`src/rtl/alu_ejecucion.sv`:
```
// EX-stage ALU: single-cycle logic/arithmetic ops, iterative one-bit-per-cycle shifter,
// valid/ready on both sides and registered result/zero/overflow flags.
module alu_ejecucion #(
  parameter int unsigned ANCHO    = 32,
  parameter int unsigned ANCHO_SH = 5
) (
  input  logic                clk_i,
  input  logic                rst_ni,
  input  logic                in_valid_i,
  output logic                in_ready_o,
  input  logic [3:0]          aluctl_i,
  input  logic [ANCHO-1:0]    op_a_i,
  input  logic [ANCHO-1:0]    op_b_i,
  input  logic [ANCHO_SH-1:0] shamt_i,
  output logic                out_valid_o,
  input  logic                out_ready_i,
  output logic [ANCHO-1:0]    resultado_o,
  output logic                cero_o,
  output logic                desbordamiento_o
);

  localparam logic [3:0] CtlAnd  = 4'b0000;
  localparam logic [3:0] CtlOr   = 4'b0001;
  localparam logic [3:0] CtlAdd  = 4'b0010;
  localparam logic [3:0] CtlNor  = 4'b0011;
  localparam logic [3:0] CtlSll  = 4'b0100;
  localparam logic [3:0] CtlSrl  = 4'b0101;
  localparam logic [3:0] CtlSub  = 4'b0110;
  localparam logic [3:0] CtlSlt  = 4'b0111;
  localparam logic [3:0] CtlXor  = 4'b1000;
  localparam logic [3:0] CtlSrl2 = 4'b1001;
  localparam logic [3:0] CtlSra  = 4'b1010;

  typedef enum logic [1:0] {StIdle, StShift, StDone} state_e;

  typedef enum logic [1:0] {DirLeft, DirRightLog, DirRightArith} dir_e;

  state_e               state_q, state_d;
  dir_e                 dir_q, dir_d;
  logic [ANCHO-1:0]     sh_q, sh_d;
  logic [ANCHO_SH-1:0]  cnt_q, cnt_d;
  logic [ANCHO-1:0]     res_q, res_d;
  logic                 cero_q, cero_d;
  logic                 ovf_q, ovf_d;

  logic                 accept;
  logic                 is_shift;
  dir_e                 in_dir;
  logic [ANCHO-1:0]     suma, resta;
  logic                 menor;
  logic [ANCHO-1:0]     alu_res;
  logic                 alu_ovf;
  logic [ANCHO-1:0]     sh_next;
  logic                 load_res;

  assign in_ready_o       = (state_q == StIdle);
  assign out_valid_o      = (state_q == StDone);
  assign accept           = in_valid_i && in_ready_o;
  assign resultado_o      = res_q;
  assign cero_o           = cero_q;
  assign desbordamiento_o = ovf_q;

  assign suma  = op_a_i + op_b_i;
  assign resta = op_a_i - op_b_i;
  // Direct signed compare stays correct where the sign of a - b would overflow.
  assign menor = $signed(op_a_i) < $signed(op_b_i);

  // Decode of the requested operation for the single-cycle path.
  always_comb begin
    alu_res  = '0;
    alu_ovf  = 1'b0;
    is_shift = 1'b0;
    in_dir   = DirLeft;
    unique case (aluctl_i)
      CtlAnd: alu_res = op_a_i & op_b_i;
      CtlOr:  alu_res = op_a_i | op_b_i;
      CtlNor: alu_res = ~(op_a_i | op_b_i);
      CtlXor: alu_res = op_a_i ^ op_b_i;
      CtlAdd: begin
        alu_res = suma;
        alu_ovf = (op_a_i[ANCHO-1] == op_b_i[ANCHO-1]) && (suma[ANCHO-1] != op_a_i[ANCHO-1]);
      end
      CtlSub: begin
        alu_res = resta;
        alu_ovf = (op_a_i[ANCHO-1] != op_b_i[ANCHO-1]) && (resta[ANCHO-1] != op_a_i[ANCHO-1]);
      end
      CtlSlt: alu_res = {{(ANCHO-1){1'b0}}, menor};
      CtlSll: begin
        is_shift = 1'b1;
        in_dir   = DirLeft;
      end
      CtlSrl, CtlSrl2: begin
        is_shift = 1'b1;
        in_dir   = DirRightLog;
      end
      CtlSra: begin
        is_shift = 1'b1;
        in_dir   = DirRightArith;
      end
      default: alu_res = '0;
    endcase
  end

  // One-bit step of the iterative shifter.
  always_comb begin
    sh_next = sh_q;
    unique case (dir_q)
      DirLeft:       sh_next = {sh_q[ANCHO-2:0], 1'b0};
      DirRightLog:   sh_next = {1'b0, sh_q[ANCHO-1:1]};
      DirRightArith: sh_next = {sh_q[ANCHO-1], sh_q[ANCHO-1:1]};
      default:       sh_next = sh_q;
    endcase
  end

  always_comb begin
    state_d  = state_q;
    dir_d    = dir_q;
    sh_d     = sh_q;
    cnt_d    = cnt_q;
    res_d    = res_q;
    ovf_d    = ovf_q;
    cero_d   = cero_q;
    load_res = 1'b0;
    unique case (state_q)
      StIdle: begin
        if (accept) begin
          if (is_shift) begin
            dir_d = in_dir;
            sh_d  = op_b_i;
            cnt_d = shamt_i;
            if (shamt_i == '0) begin
              res_d    = op_b_i;
              ovf_d    = 1'b0;
              load_res = 1'b1;
              state_d  = StDone;
            end else begin
              state_d = StShift;
            end
          end else begin
            res_d    = alu_res;
            ovf_d    = alu_ovf;
            load_res = 1'b1;
            state_d  = StDone;
          end
        end
      end
      StShift: begin
        sh_d  = sh_next;
        cnt_d = cnt_q - ANCHO_SH'(1);
        if (cnt_q == ANCHO_SH'(1)) begin
          res_d    = sh_next;
          ovf_d    = 1'b0;
          load_res = 1'b1;
          state_d  = StDone;
        end
      end
      StDone: begin
        if (out_ready_i) begin
          state_d = StIdle;
        end
      end
      default: state_d = StIdle;
    endcase
    if (load_res) begin
      cero_d = (res_d == '0);
    end
  end

  always_ff @(posedge clk_i or negedge rst_ni) begin
    if (!rst_ni) begin
      state_q <= StIdle;
      dir_q   <= DirLeft;
      sh_q    <= '0;
      cnt_q   <= '0;
      res_q   <= '0;
      cero_q  <= 1'b0;
      ovf_q   <= 1'b0;
    end else begin
      state_q <= state_d;
      dir_q   <= dir_d;
      sh_q    <= sh_d;
      cnt_q   <= cnt_d;
      res_q   <= res_d;
      cero_q  <= cero_d;
      ovf_q   <= ovf_d;
    end
  end

endmodule

```
`config.mk`:
```
export PLATFORM = sky130hd
export DESIGN_NAME = alu_ejecucion
export DESIGN_NICKNAME = d
export VERILOG_FILES = /design/src/rtl/alu_ejecucion.sv
export SDC_FILE = /design/constraint.sdc
export NUM_CORES = 1
export LEC_CHECK = 0
export BUFFER_PORTS_ARGS = -buffer_cell sky130_fd_sc_hd__buf_2
export CORE_MARGIN = 3
export CORE_UTILIZATION = 40
export CTS_CLUSTER_DIAMETER = 80
export DETAILED_ROUTE_END_ITERATION = 6
export PLACE_DENSITY_LB_ADDON = 0.1
export SYNTH_ARGS = -nofsm -noshare
export SYNTH_HDL_FRONTEND = slang
export SYNTH_SLANG_ARGS = --single-unit
```
`constraint.sdc`:
```
create_clock -name clk_i -period 4.2 [get_ports clk_i]
set_input_delay 1.26 -clock clk_i [delete_from_list [all_inputs] [get_ports clk_i]]
set_output_delay 1.26 -clock clk_i [all_outputs]
set_load 0.005 [all_outputs]
```
==> results_dict.tcl, run 1 <==
set metrics [dict create \
    outcome "complete, but fails checks" \
    violations "setup timing" \
    cts_root_buf "clkbuf_16" \
    clk_latency_ns 0.35 \
    seq_area_um2 1878 \
    highest_layer "met4" \
    rows 60 \
    gp_congestion 0.9969 \
    fin_ws_ns -0.2410 \
    tns_ns -0.2410 \
    initial_utilization 0.4116 \
    grt_pass1_wl_mm 82.45 \
    timing.final.crit_share 1.057 \
    n_antenna_cell 0 \
    synth_area_leaders "dfrtp_1, ha_1, nor2_1, a21oi_1, o21ai_0" \
    cts_tree "done" \
    yosys_warnings 0 \
    synthDominantCellAreaShare 0.1669 \
    antenna_found_initial 0 \
    area_growth_pct 39.02 \
    hold_viol_final 0 \
    wl_met3_mm 3.247 \
    setup_viol 1 \
    viasPerCell 5.984 \
    tightest_slew_ns 1.016 \
    grt_use_total 0.3519 \
    holdWs_ns 0.4988 \
    cp_data_arrival_time_ns 4.69 \
    wl_met1_mm 22.43 \
    synthFlopType "dfrtp_1" \
    crit_type "input pin to register" \
    synth-edff-count 0 \
    h-tree-depth 3 \
    drc_errors 0 \
    seq_area_frac_synth 0.1669 \
    synth_nets 1802 \
    postCtsHoldBufs 0 \
    min_from "resultado_o[1]" \
    die-area_um2 30170 \
    worstReg2RegStart "cnt_q[0]" \
    min_path_type "register to register" \
    drv_slew 0 \
    core_um2 27330 \
    io_buffers 112 \
    numCtsBuffers 9 \
    endpoint_kind "register" \
    ff2ff_setup_slack_ns 0.56 \
    irDropWorstVdd_uv 267.3 \
    ys_ff_latch 75 \
    first_pass_iters 7 \
    overflow 0 \
    placedCellCount 2401 \
    instances_no_fill 2425 \
    multi_input_area_um2 8761 \
    fp.dieW_um 173.7 \
    p_total_mw 6.603 \
    finalClockSkew_ns 0.01008 \
    fillers 2770 \
    cts_sinks 75 \
    post-dp-hpwl_mm 45.03 \
    ant_nets 0 \
    p_leak_nw 7.259 \
    startpoint "op_b_i[3]" \
    max_slew_margin 0.3228 \
    die_h_um 173.7 \
    cp.required_ns 4.45 \
    min_period_ns 4.441 \
    maxCapViolations 0 \
    final_cell_mix "buf_4, nor2_1, a21oi_1" \
    max_freq_mhz 225.2 \
    path_clk_slew_ns 0.07 \
    yosysTopAreaCell "dfrtp_1" \
    netlist_instances 1622 \
    syn_area_um2 11250 \
    cts_buffer_depth 2 \
    synth_cell_types 84 \
    finalWirelength_mm 55.02 \
    finalInstanceArea_um2 15640 \
    synth_area_per_cell_um2 6.935 \
    rsz0062_at_grt "yes" \
    power.density_nw_per_um2 422.2 \
    grt_pass1_vias 13999 \
    io_pins 113 \
    endpoint "cero_o" \
    crit_fanout 5 \
    startpoint_type "input pin" \
    met2_length_mm 25.44 \
    nNetsFinal 2228 \
    placed_area_um2 15010 \
    grt_max_degree 76 \
    async_flop_share 1.000 \
    layout_commonest_cell "buf_4" \
    vias 14512 \
    drt_iter0_markers 1405 \
    worstReg2RegEnd "cero_o" \
    drive_gt1_frac 0.3151 \
    worst_r2r_path_depth 12 \
    wl_per_cell_um 22.69 \
]
report_power, final:
part	switching, mW	total, mW	internal [mW]
Sequential	0.403	1.46	1.06
Clock	0.346	0.756	0.410
Combinational	2.48	4.39	1.90
sequential cells by signal, summed over array words and instances (netlist names):
signal            count
desbordamiento_o      1
resultado_o          32
cero_o                1
state_q               2
sh_q                 32
dir_q                 2
cnt_q                 5
synth_stat cells (13+ instances only):
master      n
buf_2      21
or2_2      15
nor2_1    197
nand2_1   125
a21oi_1   136
xnor2_1    14
a31oi_1    35
mux2i_1    25
o31ai_1    26
nand2b_1   29
o221ai_1   17
nor2b_1    27
clkbuf_1   85
o21ai_0   128
o22ai_1    22
a22oi_1    13
ha_1      101
inv_1     108
nor3_1     40
o211ai_1   36
buf_1      16
a211oi_1   36
dfrtp_1    75
a22o_1     21
nand4_1    17
nand3_1    44
critical path, cell delays in order:
cell	delay [ns]
buf_2	0.11
inv_1	0.11
ha_1	0.32
nor2_2	0.20
a221oi_2	0.07
buf_4	0.16
buf_4	0.14
a211o_1	0.27
a311oi_1	0.27
a211oi_1	0.10
o32a_1	0.46
nor3_2	0.18
nand4bb_1	0.27
nor4_4	0.28
nand4_1	0.19
o41ai_2	0.30
routing by layer:
metal | track usage | vias to the layer above
li1 | - | 6846
met1 | 0.4377 | 6883
met2 | 0.5852 | 642
met3 | 0.04139 | 141
met4 | 0.2095 | 0
met5 | 0 | -
area by class of cell:
class	instances	share of cell area
multi-input combinational	1315	0.5602
timing repair buffer	538	0.2455
sequential	75	0.1201
tap	372	0.02976
inverter	109	0.02632
clock buffer	9	0.01440
clock inverter	7	0.003681
how the worst min path moves through the flow:
stage	depth (start not counted)	endpoint
CTS	1	resultado_o[1]
floorplan	2	sh_q[3]
detailed placement	1	resultado_o[1]
finish	1	resultado_o[1]
global route	1	resultado_o[1]
global placement	1	resultado_o[1]
metrics by stage:
step                        util  setup slack (ns)
final                     0.5723           -0.2410
after global routing      0.5723           -0.3456
after CTS                 0.5648           -0.2161
after global placement    0.5494            -1.037
after detailed placement  0.5494           -0.9337
after floorplan                -          0.009356
repair_timing:
item | 4_1_cts | 5_1_grt
resized for setup | 33 | 44
setup endpoints to repair | 3 | 6
setup buffers | 4 | 4
pin swaps | 13 | 18
cell families (layout without fill, tap and decap cells):
group,count (synthesis),in the layout,synth area share
compound gates,596,596,0.3532
xor+xnor,17,17,0.01324
fa+ha+maj,103,103,0.1159
buf+inv,232,663,0.08042
flops,75,75,0.1669
mux,31,31,0.02825
simple gates,568,568,0.2422
Power figures use the tool's default switching activity.
==> inputs of run 2 (changes only) <==
- TNS_END_PERCENT: default -> 30
==> run 2 against run 1 <==
The run still ends with setup timing left; global-route usage unchanged; critical path depth down 1; hold slack worse by 0.0027 ns; clock power about the same; via count up 0.34%.
==> results_dict.tcl, run 2 (synthesis results as in run 1) <==
set metrics [dict create \
    drc_errors 0 \
    crit_type "input pin to register" \
    hold_viol_final 0 \
    tns_ns -0.2339 \
    die_h_um 173.7 \
    irDropWorstVdd_uv 267.6 \
    nNetsFinal 2228 \
    violations "setup timing" \
    cts_buffer_depth 2 \
    drv_slew 0 \
    fin_ws_ns -0.2339 \
    initial_utilization 0.4116 \
    power.density_nw_per_um2 422.7 \
    grt_pass1_vias 13999 \
    fp.dieW_um 173.7 \
    antenna_found_initial 0 \
    grt_pass1_wl_mm 82.45 \
    overflow 0 \
    io_buffers 112 \
    n_antenna_cell 0 \
    cts_root_buf "clkbuf_16" \
    min_path_type "register to register" \
    crit_fanout 11 \
    final_util 0.5718 \
    first_pass_iters 6 \
    min_period_ns 4.434 \
    numCtsBuffers 9 \
    maxCapViolations 0 \
    placed_area_um2 15010 \
    postCtsHoldBufs 0 \
    wl_per_cell_um 22.66 \
    drive_gt1_frac 0.3147 \
    finalClockSkew_ns 0.009935 \
    setup_viol 1 \
    rsz0062_at_grt "yes" \
    io_pins 113 \
    outcome "complete, but fails checks" \
    cp.required_ns 4.45 \
    post-dp-hpwl_mm 45.03 \
    die-area_um2 30170 \
    holdWs_ns 0.4961 \
    area_growth_pct 38.92 \
    timing.final.crit_share 1.056 \
    gp_congestion 0.9969 \
    core_um2 27330 \
    h-tree-depth 3 \
    place_ws_ns -0.9337 \
    max_freq_mhz 225.5 \
    path_clk_slew_ns 0.07 \
    cp_data_arrival_time_ns 4.68 \
    tightest_slew_ns 1.017 \
    finalWirelength_mm 54.95 \
    viasPerCell 6.005 \
    vias 14561 \
    ff2ff_setup_slack_ns 0.56 \
    drt_iter0_markers 1384 \
    fillers 2775 \
    max_slew_margin 0.3220 \
    layout_commonest_cell "buf_4" \
    cts_sinks 75 \
    endpoint_kind "register" \
    finalInstanceArea_um2 15630 \
    startpoint_type "input pin" \
    clk_latency_ns 0.35 \
    cts_tree "done" \
    grt_use_total 0.3519 \
    rows 60 \
    final_cell_mix "buf_4, nor2_1, a21oi_1" \
    p_leak_nw 7.257 \
    grt_max_degree 76 \
    ant_nets 0 \
]
[run 2: area by class of cell]
| type | instances | area [um2] | area share |
|---|---|---|---|
| Clock inverter | 7 | 57.56 | 0.003683 |
| Timing Repair Buffer | 538 | 3839 | 0.2457 |
| Clock buffer | 9 | 225.2 | 0.01441 |
| Inverter | 109 | 411.6 | 0.02634 |
| Multi-Input combinational cell | 1315 | 8750 | 0.5599 |
| Sequential cell | 75 | 1878 | 0.1202 |
| Tap cell | 372 | 465.4 | 0.02979 |
[run 2: layer usage]
layer | share of wire | wire (um) | track usage | vias to the layer above
li1 | - | - | - | 6836
met1 | 0.40 | 22170 | 0.4377 | 6873
met5 | 0 | 0 | 0 | -
met3 | 0.062 | 3396 | 0.04139 | 160
met4 | 0.072 | 3970 | 0.2095 | 0
met2 | 0.46 | 25410 | 0.5852 | 692
[run 2: stage by stage]
step	total power, mW	instances
6_report	6.604	2425
5_1_grt	7.021	2425
4_1_cts	6.434	2421
3_5_place_dp	5.625	2401
3_3_place_gp	5.588	2401
2_1_floorplan	3.601	1622
[run 2: final timing paths]
path                                     start        endpoint  cells after the start
worst min-delay path            resultado_o[1]  resultado_o[1]                      1
worst max-delay path                op_a_i[10]          cero_o                     15
max in group asynchronous               rst_ni        dir_q[0]                      1
worst min register to register  resultado_o[1]  resultado_o[1]                      1
worst max register to register        cnt_q[0]          cero_o                     12
min in group asynchronous               rst_ni        sh_q[24]                      1
[run 2: power by group]
part | leakage (nW) | internal [mW] | switching (mW)
clock network | 0.135 | 0.410 | 0.347
registers | 0.934 | 1.06 | 0.403
logic | 6.19 | 1.90 | 2.49
total | 7.26 | 3.37 | 3.24
[run 2: what timing repair did]
action / 4_1_cts / 5_1_grt
pin swaps: 13 / 17
resized for setup: 33 / 41
setup buffers: 4 / 4
endpoints found under the setup margin: 3 / 6
[run 2: critical path: stages]
cell and delay [ns]:
buf_2 0.14, inv_1 0.05, ha_1 0.34, buf_4 0.20, a21oi_2 0.22, o21ai_0 0.14
or2_2 0.30, o211ai_1 0.30, and2_2 0.27, o21ai_0 0.09, a21oi_1 0.14, o211ai_1 0.37
nor4_4 0.38, nand4_1 0.18, o41ai_2 0.29
==> inputs of run 3 (changes only) <==
- clock period: 4.2 -> 3.74 ns (I/O delays scaled with it)
==> run 3 against run 2 <==
The flow still finishes with violations (setup timing); critical path type unchanged; critical path depth is 1 higher; setup slack worse by 0.30 ns; via count is 1.3% higher; sequential share of layout area is 0.69 points lower; clock skew is 0.0036 ns lower; global-route usage is 0.76 points higher; non-clock buffer count is 60 higher; die area stayed put; sequential cell count stayed put; routed wire length is 3.5% higher.
==> results_dict.tcl, run 3 (synthesis results as in run 1) <==
set metrics [dict create \
    p_leak_nw 7.611 \
    numCtsBuffers 9 \
    cts_sinks 75 \
    core_um2 27330 \
    ant_nets 0 \
    layout_commonest_cell "buf_4" \
    io_pins 113 \
    finalClockSkew_ns 0.006295 \
    violations "setup timing" \
    wl_per_cell_um 22.89 \
    hold_viol_final 0 \
    cp.required_ns 3.98 \
    max_freq_mhz 234.0 \
    drv_slew 0 \
    area_growth_pct 47.40 \
    placedCellCount 2460 \
    tightest_slew_ns 1.024 \
    fin_ws_ns -0.5336 \
    timing.final.crit_share 1.143 \
    p_comb_frac 0.675 \
    min_path_type "register to register" \
    die_h_um 173.7 \
    die-area_um2 30170 \
    path_clk_slew_ns 0.06 \
    min_period_ns 4.274 \
    io_buffers 112 \
    grt_pass1_vias 14049 \
    grt_use_total 0.3594 \
    grt_pass1_wl_mm 83.99 \
    viasPerCell 5.941 \
    holdWs_ns 0.4971 \
    p_sw_frac 0.4794 \
    tns_ns -0.5924 \
    h-tree-depth 3 \
    finalInstanceArea_um2 16580 \
    drive_gt1_frac 0.3603 \
    power.density_nw_per_um2 465.8 \
    pwr-share-clk 0.114 \
    fillers 2656 \
    drc_errors 0 \
    final_util 0.6067 \
    crit_type "input pin to register" \
    placed_area_um2 15500 \
    antenna_found_initial 0 \
    n_antenna_cell 0 \
    startpoint_type "input pin" \
    overflow 0 \
    drt_iter0_markers 1556 \
    p_seq_frac 0.211 \
    place_ws_ns -1.168 \
    final_cell_mix "buf_4, nor2_1, a21oi_1" \
    endpoint_kind "register" \
    cts_root_buf "clkbuf_16" \
    fp.dieW_um 173.7 \
    initial_utilization 0.4116 \
    nNetsFinal 2288 \
    crit_fanout 3 \
    post-dp-hpwl_mm 46.67 \
    gp_congestion 1.012 \
    rsz0062_at_grt "yes" \
    p_total_mw 7.724 \
    rows 60 \
    cts_tree "done" \
    instances_no_fill 2484 \
    setup_viol 3 \
    cp_data_arrival_time_ns 4.51 \
    grt_max_degree 76 \
    finalWirelength_mm 56.86 \
    outcome "complete, but fails checks" \
    maxCapViolations 0 \
    cts_buffer_depth 2 \
    p_int_mw 4.021 \
    clk_latency_ns 0.34 \
    vias 14757 \
    irDropWorstVdd_uv 347.1 \
    p_sw_mw 3.703 \
    max_slew_margin 0.3173 \
    first_pass_iters 6 \
]
==> run 3: worst paths after layout <==
path | start | slack [ns] | cells after the start | to
worst max-delay path | op_b_i[0] | -0.53 | 16 | cero_o
worst min-delay path | resultado_o[1] | 0.50 | 1 | resultado_o[1]
worst max register to register | cnt_q[1] | -0.06 | 14 | cero_o
worst min register to register | resultado_o[1] | 0.50 | 1 | resultado_o[1]
max in group asynchronous | rst_ni | 2.05 | 1 | dir_q[0]
min in group asynchronous | rst_ni | 0.92 | 1 | sh_q[24]
==> run 3: what timing repair did <==
item,CTS,global route
setup endpoints to repair,12,13
gates cloned,0,0
resized for setup,52,115
pin swaps,16,41
hold buffers,0,0
setup buffers,3,6
==> run 3: worst max-delay path, cell delays in order <==
cell	delay (ns)
buf_6	0.12
ha_4	0.15
inv_2	0.04
fa_2	0.35
buf_4	0.14
mux2i_1	0.17
xnor2_1	0.15
o32a_1	0.15
nand2_1	0.07
a222oi_1	0.32
or3b_1	0.40
nor4b_2	0.26
nand4bb_1	0.29
nor4_2	0.33
nand4_1	0.19
o41ai_2	0.23
==> run 3: routing by layer <==
layer,vias to the layer above,GRT usage,wire [um]
met5,-,0,0
met4,0,0.2205,4320
met3,163,0.05212,3803
met2,711,0.5859,25680
met1,6943,0.4484,23060
li1,6940,-,-
==> run 3: area by class of cell <==
| type | count | area (um2) | area share |
|---|---|---|---|
| Clock buffer | 9 | 225.2 | 0.01358 |
| Inverter | 109 | 414.1 | 0.02498 |
| Sequential cell | 75 | 1878 | 0.1133 |
| Multi-Input combinational cell | 1315 | 9181 | 0.5538 |
| Clock inverter | 6 | 66.31 | 0.004000 |
| Timing Repair Buffer | 598 | 4349 | 0.2623 |
| Tap cell | 372 | 465.4 | 0.02807 |
==> run 3: power groups by stage <==
stage | combinational [mW] | sequential [mW] | clock, mW
3_3_place_gp | 4.86 | 1.61 | 0
3_5_place_dp | 4.90 | 1.62 | 0
2_1_floorplan | 2.56 | 1.49 | 0
6_report | 5.21 | 1.63 | 0.880
4_1_cts | 4.98 | 1.61 | 0.888
5_1_grt | 5.59 | 1.67 | 0.924
